**src/rtl/player_turn_ctrl_if.sv**
```systemverilog
// player_turn_ctrl_if
//   Groups the game-side signals of the two-player turn controller.
//   slave  : controller side (buttons, frame/move/game-over in; select/status out)
//   master : environment side (drives buttons and game events, observes status)
//   Signals:
//     btn_next, btn_confirm : raw asynchronous buttons, active-high
//     frame_start           : one-cycle pulse at scan position (0,0)
//     move_done             : one-cycle pulse, active player finished a move
//     game_over             : level from game logic
//     sel[1:0]              : sprite select, 00 none / 01 Rick / 10 Morty
//     active_player         : 0 Rick, 1 Morty
//     fsm_state[1:0]        : 00 IDLE / 01 CHOOSE / 10 PLAY / 11 OVER
//     turn_timeout          : one-cycle pulse on a forced hand-over
interface player_turn_ctrl_if;
   logic       btn_next;
   logic       btn_confirm;
   logic       frame_start;
   logic       move_done;
   logic       game_over;
   logic [1:0] sel;
   logic       active_player;
   logic [1:0] fsm_state;
   logic       turn_timeout;

   modport slave (
      input  btn_next, btn_confirm, frame_start, move_done, game_over,
      output sel, active_player, fsm_state, turn_timeout
   );

   modport master (
      output btn_next, btn_confirm, frame_start, move_done, game_over,
      input  sel, active_player, fsm_state, turn_timeout
   );
endinterface

```
**src/rtl/player_turn_ctrl.sv**
```systemverilog
// player_turn_ctrl
//   Debounces the two front-panel buttons and sequences the select / play /
//   game-over flow of the two-player VGA game. The sprite select code is only
//   reloaded on frame_start so a sprite never changes mid-frame.
//   Ports:
//     clk   : pixel/system clock
//     rst_n : synchronous active-low reset
//     bus   : player_turn_ctrl_if.slave (buttons, game events, select/status)
//   Parameters:
//     DEBOUNCE_CYCLES : stable synchronized cycles before a level is accepted (>=2)
//     BLINK_FRAMES    : frames per blink half-period while choosing (>=1)
//     TURN_FRAMES     : frames per turn before a forced hand-over (>=1)
module player_turn_ctrl #(
   parameter int DEBOUNCE_CYCLES = 500000,
   parameter int BLINK_FRAMES    = 30,
   parameter int TURN_FRAMES     = 600
) (
   input  logic              clk,
   input  logic              rst_n,
   player_turn_ctrl_if.slave bus
);

   localparam int DW = $clog2(DEBOUNCE_CYCLES);
   localparam int BW = (BLINK_FRAMES > 1) ? $clog2(BLINK_FRAMES) : 1;
   localparam int TW = (TURN_FRAMES > 1) ? $clog2(TURN_FRAMES) : 1;

   localparam logic [DW-1:0] DEB_LAST   = DW'(DEBOUNCE_CYCLES - 1);
   localparam logic [BW-1:0] BLINK_LAST = BW'(BLINK_FRAMES - 1);
   localparam logic [TW-1:0] TURN_LAST  = TW'(TURN_FRAMES - 1);

   localparam logic [1:0] ST_IDLE   = 2'b00;
   localparam logic [1:0] ST_CHOOSE = 2'b01;
   localparam logic [1:0] ST_PLAY   = 2'b10;
   localparam logic [1:0] ST_OVER   = 2'b11;

   localparam logic [1:0] SEL_NONE  = 2'b00;
   localparam logic [1:0] SEL_RICK  = 2'b01;
   localparam logic [1:0] SEL_MORTY = 2'b10;

   // Button path, bit 0 = next, bit 1 = confirm
   logic [1:0]          raw_s;
   logic [1:0]          sync1_q, sync2_q;
   logic [1:0]          deb_q, deb_d;
   logic [1:0]          deb_dly_q;
   logic [1:0]          press_q, press_d;
   logic [1:0][DW-1:0]  db_cnt_q, db_cnt_d;
   logic                press_next_s, press_confirm_s;

   // Sequencer state
   logic [1:0]          state_q, state_d;
   logic                cand_q, cand_d;
   logic                phase_q, phase_d;
   logic [BW-1:0]       blink_cnt_q, blink_cnt_d;
   logic                active_q, active_d;
   logic [TW-1:0]       turn_cnt_q, turn_cnt_d;
   logic                timeout_q, timeout_d;
   logic                turn_end_s;
   logic [1:0]          target_s;
   logic [1:0]          sel_q, sel_d;

   assign raw_s = {bus.btn_confirm, bus.btn_next};

   // Debounce counters: run while the synchronized level disagrees with deb
   always_comb begin
      deb_d    = deb_q;
      db_cnt_d = db_cnt_q;
      for (int b = 0; b < 2; b++) begin
         if (sync2_q[b] != deb_q[b]) begin
            if (db_cnt_q[b] == DEB_LAST) begin
               deb_d[b]    = sync2_q[b];
               db_cnt_d[b] = {DW{1'b0}};
            end else begin
               db_cnt_d[b] = db_cnt_q[b] + DW'(1'b1);
            end
         end else begin
            db_cnt_d[b] = {DW{1'b0}};
         end
      end
      // Rising edge of the debounced level only; releases are dropped
      press_d = deb_q & ~deb_dly_q;
   end

   // Button synchronizers, debounced levels and registered press pulses
   always_ff @(posedge clk) begin
      if (!rst_n) begin
         sync1_q   <= 2'b00;
         sync2_q   <= 2'b00;
         deb_q     <= 2'b00;
         deb_dly_q <= 2'b00;
         press_q   <= 2'b00;
         db_cnt_q  <= {(2*DW){1'b0}};
      end else begin
         sync1_q   <= raw_s;
         sync2_q   <= sync1_q;
         deb_q     <= deb_d;
         deb_dly_q <= deb_q;
         press_q   <= press_d;
         db_cnt_q  <= db_cnt_d;
      end
   end

   // Confirm wins when both presses land in the same cycle
   assign press_confirm_s = press_q[1];
   assign press_next_s    = press_q[0] & ~press_q[1];

   assign turn_end_s = bus.frame_start & (turn_cnt_q == TURN_LAST);

   // Select/play/game-over sequencer next state
   always_comb begin
      state_d     = state_q;
      cand_d      = cand_q;
      phase_d     = phase_q;
      blink_cnt_d = blink_cnt_q;
      active_d    = active_q;
      turn_cnt_d  = turn_cnt_q;
      timeout_d   = 1'b0;
      case (state_q)
         ST_IDLE: begin
            if (press_next_s | press_confirm_s) begin
               state_d     = ST_CHOOSE;
               cand_d      = 1'b0;
               phase_d     = 1'b1;
               blink_cnt_d = {BW{1'b0}};
            end else begin
               state_d = ST_IDLE;
            end
         end
         ST_CHOOSE: begin
            if (press_confirm_s) begin
               state_d    = ST_PLAY;
               active_d   = cand_q;
               turn_cnt_d = {TW{1'b0}};
            end else if (press_next_s) begin
               // Switching candidate restarts the blink so the new sprite shows at once
               cand_d      = ~cand_q;
               phase_d     = 1'b1;
               blink_cnt_d = {BW{1'b0}};
            end else if (bus.frame_start) begin
               if (blink_cnt_q == BLINK_LAST) begin
                  blink_cnt_d = {BW{1'b0}};
                  phase_d     = ~phase_q;
               end else begin
                  blink_cnt_d = blink_cnt_q + BW'(1'b1);
               end
            end else begin
               blink_cnt_d = blink_cnt_q;
            end
         end
         ST_PLAY: begin
            if (bus.game_over) begin
               // Game over freezes the player even if a hand-over coincides
               state_d = ST_OVER;
            end else if (bus.move_done | turn_end_s) begin
               // A coincident move and timeout is a single hand-over, not a timeout
               active_d   = ~active_q;
               turn_cnt_d = {TW{1'b0}};
               timeout_d  = turn_end_s & ~bus.move_done;
            end else if (bus.frame_start) begin
               turn_cnt_d = turn_cnt_q + TW'(1'b1);
            end else begin
               turn_cnt_d = turn_cnt_q;
            end
         end
         ST_OVER: begin
            if (press_confirm_s) begin
               state_d = ST_IDLE;
            end else begin
               state_d = ST_OVER;
            end
         end
         default: begin
            state_d = ST_IDLE;
         end
      endcase
   end

   // Sprite code the current state asks for; sampled into sel only at frame start
   always_comb begin
      target_s = SEL_NONE;
      case (state_q)
         ST_IDLE: begin
            target_s = SEL_NONE;
         end
         ST_CHOOSE: begin
            if (phase_q) begin
               target_s = cand_q ? SEL_MORTY : SEL_RICK;
            end else begin
               target_s = SEL_NONE;
            end
         end
         ST_PLAY, ST_OVER: begin
            target_s = active_q ? SEL_MORTY : SEL_RICK;
         end
         default: begin
            target_s = SEL_NONE;
         end
      endcase
      if (bus.frame_start) begin
         sel_d = target_s;
      end else begin
         sel_d = sel_q;
      end
   end

   // Sequencer and output registers
   always_ff @(posedge clk) begin
      if (!rst_n) begin
         state_q     <= ST_IDLE;
         cand_q      <= 1'b0;
         phase_q     <= 1'b0;
         blink_cnt_q <= {BW{1'b0}};
         active_q    <= 1'b0;
         turn_cnt_q  <= {TW{1'b0}};
         timeout_q   <= 1'b0;
         sel_q       <= SEL_NONE;
      end else begin
         state_q     <= state_d;
         cand_q      <= cand_d;
         phase_q     <= phase_d;
         blink_cnt_q <= blink_cnt_d;
         active_q    <= active_d;
         turn_cnt_q  <= turn_cnt_d;
         timeout_q   <= timeout_d;
         sel_q       <= sel_d;
      end
   end

   assign bus.sel           = sel_q;
   assign bus.active_player = active_q;
   assign bus.fsm_state     = state_q;
   assign bus.turn_timeout  = timeout_q;

endmodule
```
**src/flat_wrapper.sv**
```systemverilog
// flat-port wrapper written by rule: the top's interface ports become plain ports
module player_turn_ctrl_flat 
#(
   parameter int DEBOUNCE_CYCLES = 500000,
   parameter int BLINK_FRAMES    = 30,
   parameter int TURN_FRAMES     = 600
)
  (clk, rst_n, bus_btn_next, bus_btn_confirm, bus_frame_start, bus_move_done, bus_game_over, bus_sel, bus_active_player, bus_fsm_state, bus_turn_timeout);
  player_turn_ctrl_if bus_i ();
  input  logic clk;
  input  logic rst_n;
  input wire logic [$bits(bus_i.btn_next)-1:0] bus_btn_next;
  input wire logic [$bits(bus_i.btn_confirm)-1:0] bus_btn_confirm;
  input wire logic [$bits(bus_i.frame_start)-1:0] bus_frame_start;
  input wire logic [$bits(bus_i.move_done)-1:0] bus_move_done;
  input wire logic [$bits(bus_i.game_over)-1:0] bus_game_over;
  output wire logic [$bits(bus_i.sel)-1:0] bus_sel;
  output wire logic [$bits(bus_i.active_player)-1:0] bus_active_player;
  output wire logic [$bits(bus_i.fsm_state)-1:0] bus_fsm_state;
  output wire logic [$bits(bus_i.turn_timeout)-1:0] bus_turn_timeout;
  assign bus_i.btn_next = bus_btn_next;
  assign bus_i.btn_confirm = bus_btn_confirm;
  assign bus_i.frame_start = bus_frame_start;
  assign bus_i.move_done = bus_move_done;
  assign bus_i.game_over = bus_game_over;
  assign bus_sel = bus_i.sel;
  assign bus_active_player = bus_i.active_player;
  assign bus_fsm_state = bus_i.fsm_state;
  assign bus_turn_timeout = bus_i.turn_timeout;
  player_turn_ctrl #(.DEBOUNCE_CYCLES(DEBOUNCE_CYCLES), .BLINK_FRAMES(BLINK_FRAMES), .TURN_FRAMES(TURN_FRAMES)) u_core (.clk(clk), .rst_n(rst_n), .bus(bus_i));
endmodule
```
**config.mk**
```make
export PLATFORM = sky130hd
export DESIGN_NAME = player_turn_ctrl_flat
export DESIGN_NICKNAME = d
export VERILOG_FILES = /design/src/rtl/player_turn_ctrl_if.sv /design/src/rtl/player_turn_ctrl.sv /design/src/flat_wrapper.sv
export SDC_FILE = /design/constraint.sdc
export NUM_CORES = 1
export LEC_CHECK = 0
export BUFFER_PORTS_ARGS = -buffer_cell sky130_fd_sc_hd__buf_2
export CORE_AREA = 2 2 85 87
export DETAILED_ROUTE_END_ITERATION = 8
export DIE_AREA = 0 0 87 89
export HOLD_SLACK_MARGIN = 0.03
export PLACE_DENSITY = 0.67
export SETUP_SLACK_MARGIN = 0.3
export SYNTH_ARGS = -nofsm -noshare
export SYNTH_HDL_FRONTEND = slang
export SYNTH_SLANG_ARGS = --single-unit
export TNS_END_PERCENT = 1
```
**constraint.sdc**
```tcl
create_clock -name clk -period 1.6 [get_ports clk]
set_input_delay 0.48 -clock clk [delete_from_list [all_inputs] [get_ports clk]]
set_output_delay 0.48 -clock clk [all_outputs]
set_load 0.05 [all_outputs]
```
==> results.toml <==
[yosys]
synthFlopType = "sky130_fd_sc_hd__dfxtp_1"
post_synth_instance_area_mm2 = 0.00331
postSynthAreaPerCell_um2 = 8.68
synthMuxAreaShare_pct = 0
synth-simple-area-share_pct = 32.0
ys_async_sr_fraction_pct = 0
synthesis.instances = 381
number_of_distinct_library_cells_after_synthesis = 46
synth_enable_flop_cells = 0
synth_top_cell_by_area = "sky130_fd_sc_hd__dfxtp_1"
post_synth_xor_area_fraction_pct = 8.21
ys.warnings.count = 0
ys_top_cells_by_area = "sky130_fd_sc_hd__dfxtp_1, sky130_fd_sc_hd__xor2_1, sky130_fd_sc_hd__nor2_1"
synth.net_count = 393
yosys.area_share.adder_pct = 1.89
yosysTopAreaCellShare_pct = 43.0
synth-compound-area-share_pct = 12.3
synth_top_family_by_area = "simple AND/OR/NAND/NOR gates"
yosysSeqAreaShare_pct = 43.0
flops_latches_synth = 71

[layout]
leading_cell_types_in_the_layout_fill_and_taps_excluded = "sky130_fd_sc_hd__buf_4, sky130_fd_sc_hd__nor2_1, sky130_fd_sc_hd__dfxtp_1, sky130_fd_sc_hd__nand3_1, sky130_fd_sc_hd__dfxtp_2"
multi_input_comb_area_mm2 = 0.00201
area_growth_pct = 34.4
fillers = 526
post_route_cells_drive_above_1_share_pct = 34.6
antenna-diode-count = 0
finish.net_count = 464
layout.cell_area.non_filler_mm2 = 0.00445
layout.area.seq_mm2 = 0.00148
layout_commonest_cell = "sky130_fd_sc_hd__buf_4"

[floorplanning]
rows = 30
fp.coreArea_mm2 = 0.00672
die_area_mm2 = 0.00774
floorplan.initialDensity_pct = 49.2
dieWidth_um = 87
chipHeight_um = 89
io-pin-count = 13

[route]
drt-pass1-iter-count = 4
route.detailed.drc = 0
initialDrtViolationCount = 125
avgRoutedWirePerCell_um = 14.3
vias_per_cell = 5.70
totalWireLength_um = 7680
num_vias = 3062
postRouteAntennaNets = 0

[run_status]
violations = "setup timing"
run_status = "complete, but fails checks"

[timing]
grt_setup_unrepaired = "true"
slew_of_the_pin_with_the_lowest_slew_margin_ns = 0.387
min_period_over_period_pct = 104
fin_crit_ns = 1.66
finClkSkew_ns = 0.00980
timing.slew.headroom_pct = 74.0
finalHoldViolCount = 0
timing.final.max_slew_violations = 0
timing.setup.tns_ns = -0.0666
timing.final.ws_setup_ns = -0.0614
max_freq_ghz = 0.602
report.final.setup_viol = 2

[global_route]
grt.busiest_layer = "met2"
global_routing_usage_summed_across_all_routing_layers_pct = 20.0
first_global_vias = 2863
grt_antenna_before_repair = 0
grt.met2_usage_pct = 32.3
global_route.usage.met3_pct = 5.26
wire_length_of_the_first_global_routing_pass_um = 12400
grt_overflow = 0
gr-usage-met1_pct = 26.0
grt_max_degree = 18

[placed_design]
numPortBuffers = 12
hpwl_after_detailed_placement_um = 4970
dp_slack_ns = -0.0853
dpl-instance-area_mm2 = 0.00385
routabilityCongestion = 0.829

[worst_setup_path]
slowest_delay_ns = 0.58
worst_path_max_delay_cell = "sky130_fd_sc_hd__or4_4"
timing.critical_path.fanout_max = 4
crit_path_end_kind = "register"
critical_path_required_ns = 1.88
critPathBufInv = 1
critical_path_arrival_ns = 1.94
worstSetupPathType = "reg2reg"
setup.worst_path.start_class = "register"
path_delay_family = "simple AND/OR/NAND/NOR gates"
crit_chain = "and4_1, buf_4, nand4_1, or4_4, a21oi_2"

[power]
leakage_power_of_the_design_nw = 1.56
power-per-cell-area_mw_per_mm2 = 779
power.ir.vdd_worst_uv = 480
fin_total_pwr_mw = 3.46

[clock_network]
cts_tree = "yes"
deepest_level_of_the_cts_h_tree = 3
root_buffer = "sky130_fd_sc_hd__clkbuf_8"
cts-buffers-inserted = 9
clock_pin_slew_on_the_worst_setup_and_hold_paths_ns = 0.08
clk-insertion-delay-late_ns = 0.35
cts_max_path_buffers = 2
clkSinkCount = 71

[hold_path]
hp-class = "in2reg"

[flow_run]
drv.max_cap_violation_count = 0
cells in the mapped netlist (all sizes together), types with 4 or more instances:
cell,n
xnor2,10
xor2,21
nor2b,5
nor2,43
nand4,17
and4,7
inv,11
ha,5
nand3,33
o31ai,4
buf,4
nor4b,5
nor3,4
and3,8
or3,8
a21oi,21
o21ai,13
or4,5
dfxtp,71
o211ai,6
nor4,5
nand2,25
clkbuf,7
and2,10
power by group:
part           internal, mW  switching, mW
Combinational        0.0323         0.0520
Sequential             1.76        0.00551
Clock                 0.921          0.690
Total                  2.72          0.748
sequential cells by signal (all words and copies together) (netlist names):
signal,cells
u_core.bus.fsm_state,2
u_core.bus.sel,2
u_core.bus.active_player,1
u_core.turn_cnt_q,10
u_core.sync2_q,2
u_core.sync1_q,2
u_core.blink_cnt_q,5
u_core.deb_q,2
u_core.bus.turn_timeout,1
u_core.db_cnt_q,38
u_core.cand_q,1
u_core.phase_q,1
u_core.press_q,2
u_core.deb_dly_q,2
kinds of logic (layout without fill, tap and decap cells):
kind of cell               after synthesis  count (layout)
AOI/OAI and AO/OA                       61              61
xor gates and xnor gates                31              31
adders and majority gates                5               5
buffers and inverters                   22              98
DFF                                     71              71
and+or+nand+nor                        191             191
routing by layer:
metal | vias to the layer above | wire (µm)
met5 | - | 0
met4 | 0 | 98
met3 | 13 | 285
met2 | 60 | 3670
met1 | 1441 | 3630
li1 | 1548 | -
timing repair:
action	CTS	global route
pin swaps	2	38
buffers inserted	2	7
endpoints found under the setup margin	60	60
hold buffers	0	0
resized for setup	10	86
stage by stage:
| step | utilization, % | instances | hold slack (ns) |
|---|---|---|---|
| after global placement | 57.3 | 512 | 0.373 |
| final | 66.2 | 537 | 0.347 |
| after floorplan | - | 381 | 0.367 |
| after global routing | 66.2 | 537 | 0.345 |
| after detailed placement | 57.3 | 512 | 0.382 |
| after CTS | 61.3 | 530 | 0.337 |
final timing paths:
kind / from / endpoint / slack (ns) / cells after the start
min reg2reg: u_core.deb_dly_q[1] / u_core.press_q[1] / 0.38 / 1
max reg2reg: u_core.db_cnt_q[9] / u_core.db_cnt_q[17] / -0.06 / 5
max: u_core.db_cnt_q[9] / u_core.db_cnt_q[17] / -0.06 / 5
min: bus_btn_next / u_core.sync1_q[0] / 0.35 / 2
cell type report:
cell class              instances  area share (%)
inverters                      11           0.929
flip-flops and latches         71            33.2
well taps                      80            2.25
multi-input cells             288            45.3
clock buffers                  11            3.18
clock inverters                 5            1.83
repair buffers                 71            13.3
Note: power is estimated with default switching activity, not from simulation.
